--- config.mk ---
export PLATFORM = sky130hd
export DESIGN_NAME = ucsbece154b_mem_arbiter_flat
export DESIGN_NICKNAME = d
export VERILOG_FILES = /design/src/rtl/ucsbece154b_arb_pkg.sv /design/src/rtl/ucsbece154b_mem_arbiter_if.sv /design/src/rtl/ucsbece154b_rr_picker.sv /design/src/rtl/ucsbece154b_mem_arbiter.sv /design/src/flat_wrapper.sv
export SDC_FILE = /design/constraint.sdc
export NUM_CORES = 1
export LEC_CHECK = 0
export ABC_AREA = 0
export CORE_AREA = 2 2 85 87
export CTS_CLUSTER_DIAMETER = 150
export CTS_CLUSTER_SIZE = 14
export DETAILED_ROUTE_END_ITERATION = 10
export DIE_AREA = 0 0 87 89
export GPL_TIMING_DRIVEN = 0
export HOLD_SLACK_MARGIN = 0.02
export PLACE_DENSITY = 0.89
export REMOVE_ABC_BUFFERS = 1
export SLEW_MARGIN = 20
export SYNTH_ARGS = -nofsm -noshare
export SYNTH_HDL_FRONTEND = slang
export SYNTH_HIERARCHICAL = 1
export SYNTH_SLANG_ARGS = --single-unit
--- constraint.sdc ---
create_clock -name clk_i -period 1.83 [get_ports clk_i]
set_input_delay 0.183 -clock clk_i [delete_from_list [all_inputs] [get_ports clk_i]]
set_output_delay 0.183 -clock clk_i [all_outputs]
set_load 0.005 [all_outputs]
--- src/rtl/ucsbece154b_arb_pkg.sv ---
// Shared types and the round-robin pick function for the memory-port arbiters.
package ucsbece154b_arb_pkg;

    typedef enum logic [1:0] {
        IDLE = 2'd0,
        ADDR = 2'd1,
        DATA = 2'd2
    } state_e;

    localparam int unsigned PERF_CNT_W = 32;
    localparam int unsigned RR_MAX_REQ = 32;
    localparam int unsigned RR_IDX_W   = 5;

    // One-hot of the first set request bit searching upward from ptr+1, wrapping at n.
    function automatic logic [RR_MAX_REQ-1:0] rr_next(
        input int unsigned           n,
        input int unsigned           ptr,
        input logic [RR_MAX_REQ-1:0] req
    );
        logic [RR_MAX_REQ-1:0] gnt;
        logic                  found;
        int unsigned           idx;
        gnt   = '0;
        found = 1'b0;
        for (int unsigned i = 1; i <= RR_MAX_REQ; i++) begin
            if (i <= n) begin
                idx = ptr + i;
                if (idx >= n) idx = idx - n;
                if (!found && req[RR_IDX_W'(idx)]) begin
                    gnt[RR_IDX_W'(idx)] = 1'b1;
                    found               = 1'b1;
                end
            end
        end
        return gnt;
    endfunction

endpackage

--- src/rtl/ucsbece154b_mem_arbiter_if.sv ---
// Requester-side and memory-side signals of the burst-read arbiter.
// master: the arbiter's view; slave: the requesters/memory environment's view.
interface ucsbece154b_mem_arbiter_if #(
    parameter int unsigned NR_REQ     = 2,
    parameter int unsigned ADDR_WIDTH = 32,
    parameter int unsigned DATA_WIDTH = 32
);
    logic [NR_REQ-1:0]                 req_i;
    logic [NR_REQ-1:0][ADDR_WIDTH-1:0] addr_i;
    logic [NR_REQ-1:0]                 gnt_o;
    logic [NR_REQ-1:0]                 rvalid_o;
    logic [DATA_WIDTH-1:0]             rdata_o;
    logic                              rlast_o;
    logic                              mem_req_o;
    logic [ADDR_WIDTH-1:0]             mem_addr_o;
    logic                              mem_ready_i;
    logic                              mem_rvalid_i;
    logic [DATA_WIDTH-1:0]             mem_rdata_i;

    modport master (
        input  req_i, addr_i, mem_ready_i, mem_rvalid_i, mem_rdata_i,
        output gnt_o, rvalid_o, rdata_o, rlast_o, mem_req_o, mem_addr_o
    );

    modport slave (
        output req_i, addr_i, mem_ready_i, mem_rvalid_i, mem_rdata_i,
        input  gnt_o, rvalid_o, rdata_o, rlast_o, mem_req_o, mem_addr_o
    );

endinterface

--- src/rtl/ucsbece154b_rr_picker.sv ---
// Stateless round-robin picker: request vector plus last-served pointer to one-hot grant.
module ucsbece154b_rr_picker #(
    parameter  int unsigned NR_REQ = 2,
    localparam int unsigned PTR_W  = $clog2(NR_REQ)
) (
    input  logic [NR_REQ-1:0] req_i,
    input  logic [PTR_W-1:0]  ptr_i,
    output logic [NR_REQ-1:0] gnt_o
);
    import ucsbece154b_arb_pkg::*;

    assign gnt_o = NR_REQ'(rr_next(NR_REQ, 32'(ptr_i), RR_MAX_REQ'(req_i)));

endmodule

--- src/rtl/ucsbece154b_mem_arbiter.sv ---
// Round-robin arbiter sharing one burst-read memory port between NR_REQ refill requesters.
// Optional UCSBECE154B_ARB_PERF_EN adds per-requester burst and wait-cycle counters.
module ucsbece154b_mem_arbiter
    import ucsbece154b_arb_pkg::*;
#(
    parameter int unsigned NR_REQ     = 2,
    parameter int unsigned ADDR_WIDTH = 32,
    parameter int unsigned DATA_WIDTH = 32,
    parameter int unsigned BURST_LEN  = 4
) (
    input  logic                             clk_i,
    input  logic                             rst_i,
    ucsbece154b_mem_arbiter_if.master        bus
`ifdef UCSBECE154B_ARB_PERF_EN
    ,
    output logic [NR_REQ-1:0][PERF_CNT_W-1:0] perf_bursts_o,
    output logic [PERF_CNT_W-1:0]             perf_wait_o
`endif
);
    localparam int unsigned    PTR_W     = $clog2(NR_REQ);
    localparam int unsigned    CNT_W     = (BURST_LEN > 1) ? $clog2(BURST_LEN) : 1;
    localparam logic [CNT_W-1:0] LAST_BEAT = CNT_W'(BURST_LEN - 1);

    state_e                  state_q, state_d;
    logic [NR_REQ-1:0]       gnt_q, gnt_d;
    logic                    mem_req_q, mem_req_d;
    logic [ADDR_WIDTH-1:0]   mem_addr_q, mem_addr_d;
    logic [CNT_W-1:0]        cnt_q, cnt_d;
    logic [PTR_W-1:0]        ptr_q, ptr_d;

    logic [NR_REQ-1:0]       pick_c;
    logic [ADDR_WIDTH-1:0]   pick_addr_c;
    logic [PTR_W-1:0]        gnt_idx_c;
    logic                    beat_c;
    logic                    last_c;

    ucsbece154b_rr_picker #(
        .NR_REQ (NR_REQ)
    ) u_picker (
        .req_i  (bus.req_i),
        .ptr_i  (ptr_q),
        .gnt_o  (pick_c)
    );

    // Address of the picked requester and index of the currently granted one.
    always_comb begin
        pick_addr_c = '0;
        gnt_idx_c   = '0;
        for (int unsigned i = 0; i < NR_REQ; i++) begin
            if (pick_c[i]) pick_addr_c = pick_addr_c | bus.addr_i[i];
            if (gnt_q[i])  gnt_idx_c   = PTR_W'(i);
        end
    end

    // Beats only count while a burst is being collected; strays elsewhere are dropped.
    assign beat_c = (state_q == DATA) && bus.mem_rvalid_i;
    assign last_c = beat_c && (cnt_q == LAST_BEAT);

    always_comb begin
        state_d    = state_q;
        gnt_d      = gnt_q;
        mem_req_d  = mem_req_q;
        mem_addr_d = mem_addr_q;
        cnt_d      = cnt_q;
        ptr_d      = ptr_q;
        case (state_q)
            IDLE: begin
                if (|bus.req_i) begin
                    state_d    = ADDR;
                    gnt_d      = pick_c;
                    mem_req_d  = 1'b1;
                    mem_addr_d = pick_addr_c;
                end
            end
            ADDR: begin
                if (bus.mem_ready_i) begin
                    state_d   = DATA;
                    mem_req_d = 1'b0;
                end
            end
            DATA: begin
                if (beat_c) begin
                    cnt_d = cnt_q + CNT_W'(1);
                    if (last_c) begin
                        cnt_d   = '0;
                        gnt_d   = '0;
                        ptr_d   = gnt_idx_c;
                        state_d = IDLE;
                    end
                end
            end
            default: begin
                state_d   = IDLE;
                gnt_d     = '0;
                mem_req_d = 1'b0;
                cnt_d     = '0;
            end
        endcase
    end

    // Pointer resets to the last index so requester 0 wins the first arbitration.
    always_ff @(posedge clk_i or posedge rst_i) begin
        if (rst_i) begin
            state_q    <= IDLE;
            gnt_q      <= '0;
            mem_req_q  <= 1'b0;
            mem_addr_q <= '0;
            cnt_q      <= '0;
            ptr_q      <= PTR_W'(NR_REQ - 1);
        end else begin
            state_q    <= state_d;
            gnt_q      <= gnt_d;
            mem_req_q  <= mem_req_d;
            mem_addr_q <= mem_addr_d;
            cnt_q      <= cnt_d;
            ptr_q      <= ptr_d;
        end
    end

    assign bus.gnt_o      = gnt_q;
    assign bus.mem_req_o  = mem_req_q;
    assign bus.mem_addr_o = mem_addr_q;
    assign bus.rvalid_o   = beat_c ? gnt_q : '0;
    assign bus.rdata_o    = beat_c ? bus.mem_rdata_i : '0;
    assign bus.rlast_o    = last_c;

`ifdef UCSBECE154B_ARB_PERF_EN
    logic [NR_REQ-1:0][PERF_CNT_W-1:0] perf_bursts_q, perf_bursts_d;
    logic [PERF_CNT_W-1:0]             perf_wait_q, perf_wait_d;

    // Saturating completed-burst and blocked-request counters.
    always_comb begin
        perf_bursts_d = perf_bursts_q;
        perf_wait_d   = perf_wait_q;
        for (int unsigned i = 0; i < NR_REQ; i++) begin
            if (last_c && gnt_q[i] && (perf_bursts_q[i] != '1)) begin
                perf_bursts_d[i] = perf_bursts_q[i] + PERF_CNT_W'(1);
            end
        end
        if ((|bus.req_i) && (state_q != IDLE) && (perf_wait_q != '1)) begin
            perf_wait_d = perf_wait_q + PERF_CNT_W'(1);
        end
    end

    always_ff @(posedge clk_i or posedge rst_i) begin
        if (rst_i) begin
            perf_bursts_q <= '0;
            perf_wait_q   <= '0;
        end else begin
            perf_bursts_q <= perf_bursts_d;
            perf_wait_q   <= perf_wait_d;
        end
    end

    assign perf_bursts_o = perf_bursts_q;
    assign perf_wait_o   = perf_wait_q;
`endif

endmodule

--- src/flat_wrapper.sv ---
// flat-port wrapper written by rule: the top's interface ports become plain ports
module ucsbece154b_mem_arbiter_flat import ucsbece154b_arb_pkg::*;
#(
    parameter int unsigned NR_REQ     = 2,
    parameter int unsigned ADDR_WIDTH = 32,
    parameter int unsigned DATA_WIDTH = 32,
    parameter int unsigned BURST_LEN  = 4
)
  (clk_i, rst_i, bus_req_i, bus_addr_i, bus_mem_ready_i, bus_mem_rvalid_i, bus_mem_rdata_i, bus_gnt_o, bus_rvalid_o, bus_rdata_o, bus_rlast_o, bus_mem_req_o, bus_mem_addr_o);
  ucsbece154b_mem_arbiter_if #(.NR_REQ(NR_REQ), .ADDR_WIDTH(ADDR_WIDTH), .DATA_WIDTH(DATA_WIDTH)) bus_i ();
  input  logic clk_i;
  input  logic rst_i;
  input wire logic [$bits(bus_i.req_i)-1:0] bus_req_i;
  input wire logic [$bits(bus_i.addr_i)-1:0] bus_addr_i;
  input wire logic [$bits(bus_i.mem_ready_i)-1:0] bus_mem_ready_i;
  input wire logic [$bits(bus_i.mem_rvalid_i)-1:0] bus_mem_rvalid_i;
  input wire logic [$bits(bus_i.mem_rdata_i)-1:0] bus_mem_rdata_i;
  output wire logic [$bits(bus_i.gnt_o)-1:0] bus_gnt_o;
  output wire logic [$bits(bus_i.rvalid_o)-1:0] bus_rvalid_o;
  output wire logic [$bits(bus_i.rdata_o)-1:0] bus_rdata_o;
  output wire logic [$bits(bus_i.rlast_o)-1:0] bus_rlast_o;
  output wire logic [$bits(bus_i.mem_req_o)-1:0] bus_mem_req_o;
  output wire logic [$bits(bus_i.mem_addr_o)-1:0] bus_mem_addr_o;
  assign bus_i.req_i = bus_req_i;
  assign bus_i.addr_i = bus_addr_i;
  assign bus_i.mem_ready_i = bus_mem_ready_i;
  assign bus_i.mem_rvalid_i = bus_mem_rvalid_i;
  assign bus_i.mem_rdata_i = bus_mem_rdata_i;
  assign bus_gnt_o = bus_i.gnt_o;
  assign bus_rvalid_o = bus_i.rvalid_o;
  assign bus_rdata_o = bus_i.rdata_o;
  assign bus_rlast_o = bus_i.rlast_o;
  assign bus_mem_req_o = bus_i.mem_req_o;
  assign bus_mem_addr_o = bus_i.mem_addr_o;
  ucsbece154b_mem_arbiter #(.NR_REQ(NR_REQ), .ADDR_WIDTH(ADDR_WIDTH), .DATA_WIDTH(DATA_WIDTH), .BURST_LEN(BURST_LEN)) u_core (.clk_i(clk_i), .rst_i(rst_i), .bus(bus_i));
endmodule
After elaboration in Yosys (flattened, before gate mapping)
Cells that the tools add are included.

RAM bits: 0. Latch bits: 0. Memories kept: 0. Bits of input ports: 102. Bits in registers: 40. Word-level logic and storage cells: 75. Bits in read-only memories: 0.

Equality and inequality tests: 7. Divide/modulo/power cells: 0. Shifts and indexed selects: 0. Add/subtract/negate cells: 5. $mul: 0. Reduce and logical (&&, ||, !) cells: 15. Muxes and demuxes: 31. $lt $le $gt $ge: 6. Bitwise operators: 5.

Operator list (count): $mux 32 (3); $ge 32x2->1 const B (1); $or 32x32->32 (1); $mux 2 (10); $lt 5x6->1 const B (2); $pmux 2 s3 (2); $bmux 1 s5 (2); $demux 1 s5 (2); $ge 5x1->1 const B (2); $mux 5 (2); $mux 1 (8); $reduce_and 4->1 (2); $reduce_and 3->1 (2); $logic_and 1x1->1 (5); $eq 2x2->1 const B (2); $ne 2x1->1 const B (2); $ne 2x2->1 const B (2); $pmux 2 s2 (1); $reduce_and 2->1 (2); $reduce_or 2->1 (2); $sub 3x2->4 const B (1); $add 1x2->3 const B (1); $ge 3x2->1 const B (1); $not 1->1 (3); 8 further kinds (8).

Logic depth before layout (Yosys ltp)
Depth after elaboration: 13. Mapped depth: 6. Gate-level depth less buffers: 4.

Hierarchy
Netlist, hierarchy kept.

By module, submodules not included: ucsbece154b_mem_arbiter (instances 1, cells an instance 187, area each 2165.8 sq um); ucsbece154b_rr_picker (instances 1, cells an instance 3, area each 18.8 sq um).

Least setup slack after synthesis
No wires, ideal clock.

Kind: reg-to-reg. Start: reg u_core.ptr_q. End: reg u_core.mem_addr_q[0] (netlist: u_core/bus.mem_addr_o[0]). Data required time: 1703 ps. Path buffers: 2. Library setup time: 127 ps. Data arrival time: 1387 ps. Period minus slack after synthesis: 1514 ps. Stages on the path, launching flop included: 6. Setup slack: 316 ps. Cells stage by stage: dfstp_2 a21boi_0 clkbuf_1 clkbuf_1 a22o_1 mux2_1.

Elaborated cells between the ends (all ways): 31. Classes of those cells: add/sub: 4; order compare: 6; mux: 15; bitwise: 2; reduce/logical: 4.

RTL lines: start, declared (RTL line ucsbece154b_mem_arbiter.sv:29) `logic [PTR_W-1:0] ptr_q, ptr_d;`; start signal, assigned (RTL line ucsbece154b_mem_arbiter.sv:109) `ptr_q <= PTR_W'(NR_REQ - 1);`; start signal, assigned (RTL line ucsbece154b_mem_arbiter.sv:116) `ptr_q <= ptr_d;`; $add 1x1->2 (RTL line ucsbece154b_arb_pkg.sv:27) `idx = ptr + i;`; $ge 32x2->1 or $sub 2x2->3 (tied branches) (RTL line ucsbece154b_arb_pkg.sv:28) `if (idx >= n) idx = idx - n;`; $mux 5 (RTL line ucsbece154b_arb_pkg.sv:28); $lt 5x6->1 (implied by the code) or $ge 5x1->1 (tied branches) (RTL line ucsbece154b_arb_pkg.sv:30) `gnt[RR_IDX_W'(idx)] = 1'b1;`; $logic_and 1x1->1 (implied by the code) (RTL line ucsbece154b_arb_pkg.sv:30); $mux 1 (implied by the code) (RTL line ucsbece154b_arb_pkg.sv:30); $demux 1 s5 (RTL line ucsbece154b_arb_pkg.sv:30); $mux 2 (RTL line ucsbece154b_arb_pkg.sv:29) `if (!found && req[RR_IDX_W'(idx)]) begin`; $or 2x2->2 (no line); $mux 2 * (RTL line ucsbece154b_arb_pkg.sv:29); via u_core.pick_c[1] (RTL line ucsbece154b_mem_arbiter.sv:31) `logic [NR_REQ-1:0] pick_c;`; $mux 32 * (RTL line ucsbece154b_mem_arbiter.sv:50) `if (pick_c[i]) pick_addr_c = pick_addr_c | bus.addr_i[i];`; end signal, assigned (RTL line ucsbece154b_mem_arbiter.sv:114) `mem_addr_q <= mem_addr_d;`; end, declared (RTL line ucsbece154b_mem_arbiter.sv:27) `logic [ADDR_WIDTH-1:0] mem_addr_q, mem_addr_d;`.

Mark *: on every way through the listed nets, which the timed path passes. The rest lies on a longest branch. The select of a mux whose other input is x is not followed. A chain may end at the register's enable or synchronous reset.

Final worst setup path
Start: reg u_core.state_q[0]. End: out bus_rdata_o[5].

Cells in the longest elaborated chain, start to end: 3.

Ends and longest elaborated chain: start, declared (RTL line ucsbece154b_mem_arbiter.sv:24) `state_e state_q, state_d;`; start signal, assigned (RTL line ucsbece154b_mem_arbiter.sv:111) `state_q <= state_d;`; $eq 2x2->1 (RTL line ucsbece154b_mem_arbiter.sv:56) `assign beat_c = (state_q == DATA) && bus.mem_rvalid_i;`; $logic_and 1x1->1 (RTL line ucsbece154b_mem_arbiter.sv:56); $mux 32 (RTL line ucsbece154b_mem_arbiter.sv:124) `assign bus.rdata_o = beat_c ? bus.mem_rdata_i : '0;`; end, declared (RTL line flat_wrapper.sv:20) `output wire logic [$bits(bus_i.rdata_o)-1:0] bus_rdata_o;`.

No other way between the ends.

==> results_dict.tcl <==
set metrics [dict create \
    tritoncts "yes" \
    first_pass_iters 4 \
    p_leak_nw 2.061 \
    post-route-min-period_ns 1.786 \
    crit_fanout 7 \
    syn_area_um2 2185 \
    ios 172 \
    clkTransAtPathRegs_ns 0.08 \
    via_count 2267 \
    antenna_found_initial 0 \
    ys_ff_latch 40 \
    fmax_mhz 560.0 \
    start_util_pct 32.51 \
    wl_per_cell_um 17.12 \
    ant_nets 0 \
    crit_type "flop to primary output" \
    grt_max_degree 25 \
    drv_cap 0 \
    synth-main-ff-cell "dfrtp_1" \
    fin_area_um2 4267 \
    diodes 0 \
    cts-root-buf "clkbuf_8" \
    via_per_inst 4.982 \
    async_flop_share_pct 100.0 \
    grt_pass1_wl_mm 11.58 \
    startpoint_type "flop" \
    power_density_nw_per_um2 1135 \
    crit_chain "and3b_4 > buf_4 > and2_1 > clkdlybuf4s15_1" \
    cpLargestDelayFamily "flip-flops" \
    outcome "completed" \
    drive_gt1_share_pct 19.20 \
    hold_class "input port to async pin" \
    wl_mm 7.790 \
    crit_buf_inv 2 \
    timing.final.crit_share_pct 97.58 \
    slowest_delay_ns 0.46 \
    slew_violations 0 \
    peakVddDrop_v 0.0005323 \
    synth_top_area_cell "dfrtp_1" \
    holdWs_ns 0.2304 \
    dp.final_hpwl_mm 5.755 \
    cts_hold_buf 0 \
    dieArea_um2 7743 \
    remaining_drc_errors 0 \
    final_nets 477 \
    cp.arrival_ns 1.60 \
    synth_cell_types 29 \
    relSlewSlack_pct 64.08 \
    rsz0062_at_grt "no" \
    die_h_um 89 \
    synth_commonest_cells "dfrtp_1 (39), and2_1 (34), a22o_1 (33), mux2_2 (29), clkbuf_1 (12)" \
    overflow 0 \
    cts_htree_levels 2 \
    cts_buffers 5 \
    crit_path_top_delay_cell "dfrtp_2" \
    grt_use_total_pct 19.80 \
    cts.sinks 40 \
    port_buffers 171 \
    synth_area_leaders "dfrtp_1 (45%), mux2_2 (15%), a22o_1 (13%)" \
    critPathRequiredTime_ns 1.65 \
    finalHoldViolations 0 \
    area_growth_syn_to_layout_pct 95.30 \
    synth.top_cell.area_share_pct 44.67 \
    r2r_cells 5 \
    end_kind "primary output" \
    dieWidth_um 87 \
    synth_most_common_cell "dfrtp_1" \
    drt_iter0_drc 82 \
    ys_seq_area_share_pct 45.88 \
    tightest_slew_ns 0.5375 \
    finalClockSkew_ns 0.001751 \
    reg2reg_from "u_core/ptr_q$_DFFE_PP1P_" \
    synth_edf_count 0 \
    worstReg2RegEnd "u_core/bus.mem_addr_o[15]$_DFFE_PP0P_" \
    postPlaceCellArea_um2 4004 \
    clk_latency_ns 0.29 \
    placement_rows 30 \
    grt_pass1_vias 2333 \
    coreArea_um2 6719 \
    syn_area_per_cell_um2 11.50 \
    yosysWarnings 6 \
    syn-instance-count 190 \
    gp_congestion 0.7652 \
    finalSetupViolCount 0 \
    cts.path.max_buffers 2 \
    rrSetupSlack_ns 0.12 \
]
[layout make-up]
class	instances	area [um^2]
Tap cell	80	100.1
Clock inverter	1	30.03
Inverter	5	18.77
Fill cell	552	2452
Clock buffer	7	96.34
Timing Repair Buffer	191	1887
Multi-Input combinational cell	131	1130
Sequential cell	40	1005
[flip-flops by register name, summed over array words and instances, names as in the netlist]
signal                 flops
u_core/bus.mem_addr_o     32
u_core/state_q             2
u_core/bus.gnt_o           2
u_core/cnt_q               2
u_core/ptr_q               1
u_core/bus.mem_req_o       1
[per-layer routing]
metal	GRT usage, %	wire, um	vias to the layer above
li1	-	-	1052
met2	38.79	4155	129
met5	0	0	-
met1	18.61	2681	1069
met4	8.665	263	0
met3	6.464	689	17
[power by group]
part | total (mW) | internal, mW | switching (mW)
sequential | 1.55 | 1.30 | 0.257
combinational | 2.50 | 1.65 | 0.857
clock | 0.786 | 0.481 | 0.305
total | 4.84 | 3.43 | 1.42
[worst max-delay path by stage]
| stage | from | end | slack, ns | cells past startpoint |
|---|---|---|---|---|
| floorplan | u_core/ptr_q$_DFFE_PP1P_ | u_core/bus.mem_addr_o[10]$_DFFE_PP0P_ | -0.84 | 3 |
| global placement | bus_req_i[1] | u_core/bus.mem_addr_o[15]$_DFFE_PP0P_ | -2.31 | 4 |
| detailed placement | bus_mem_rvalid_i | bus_rlast_o | -0.59 | 4 |
| CTS | u_core/state_q[0]$_DFFE_PP0P_ | bus_rdata_o[16] | -0.09 | 3 |
| global route | u_core/state_q[0]$_DFFE_PP0P_ | bus_rdata_o[5] | 0.01 | 4 |
| finish | u_core/state_q[0]$_DFFE_PP0P_ | bus_rdata_o[5] | 0.04 | 4 |
[kinds of logic after synthesis]
kind of cell               synth area share (%)
muxes                                     17.18
adders and majority gates                0.5726
DFF                                       45.88
and+or+nand+nor                           13.57
AOI/OAI and AO/OA                         17.24
buffers and inverters                     5.555
[worst register-to-register path, cell delays in order, from the launching register on]
cell and delay (ns):
dfstp_2 0.57, inv_1 0.08, a21boi_4 0.44, buf_8 0.24, a22o_1 0.18, mux2_2 0.14
[repair_timing]
item | CTS | global route
gates cloned | 4 | 0
pin swaps | 9 | 1
resized for setup | 40 | 6
endpoints found under the hold margin | 0 | 0
endpoints found under the setup margin | 36 | 29
setup buffers | 8 | 7
[cells in the final DEF (no fill, tap or decap), types with 3 or more instances in the layout]
master / count
dlymetal6s2s_1: 5
clkbuf_8: 7
dlygate4sd2_1: 30
o21ai_0: 3
nor2_1: 4
inv_1: 4
buf_8: 4
mux2_1: 3
mux2_2: 29
buf_4: 15
dfrtp_1: 37
clkdlybuf4s50_1: 135
and3b_2: 4
and2_1: 33
a22o_1: 33
[through the flow]
step	instances	util [%]	total power, mW	setup slack, ns	setup TNS [ns]
3_5_place_dp	428	59.59	3.922	-0.5921	-23.53
3_3_place_gp	423	57.95	3.749	-2.312	-99.99
2_1_floorplan	172	-	2.465	-0.8400	-27.79
4_1_cts	448	62.51	4.837	-0.08797	-0.4178
6_report	455	63.50	4.844	0.04431	0
5_1_grt	455	63.50	5.152	0.009599	0
No activity file was read; power rests on OpenSTA's default activity.
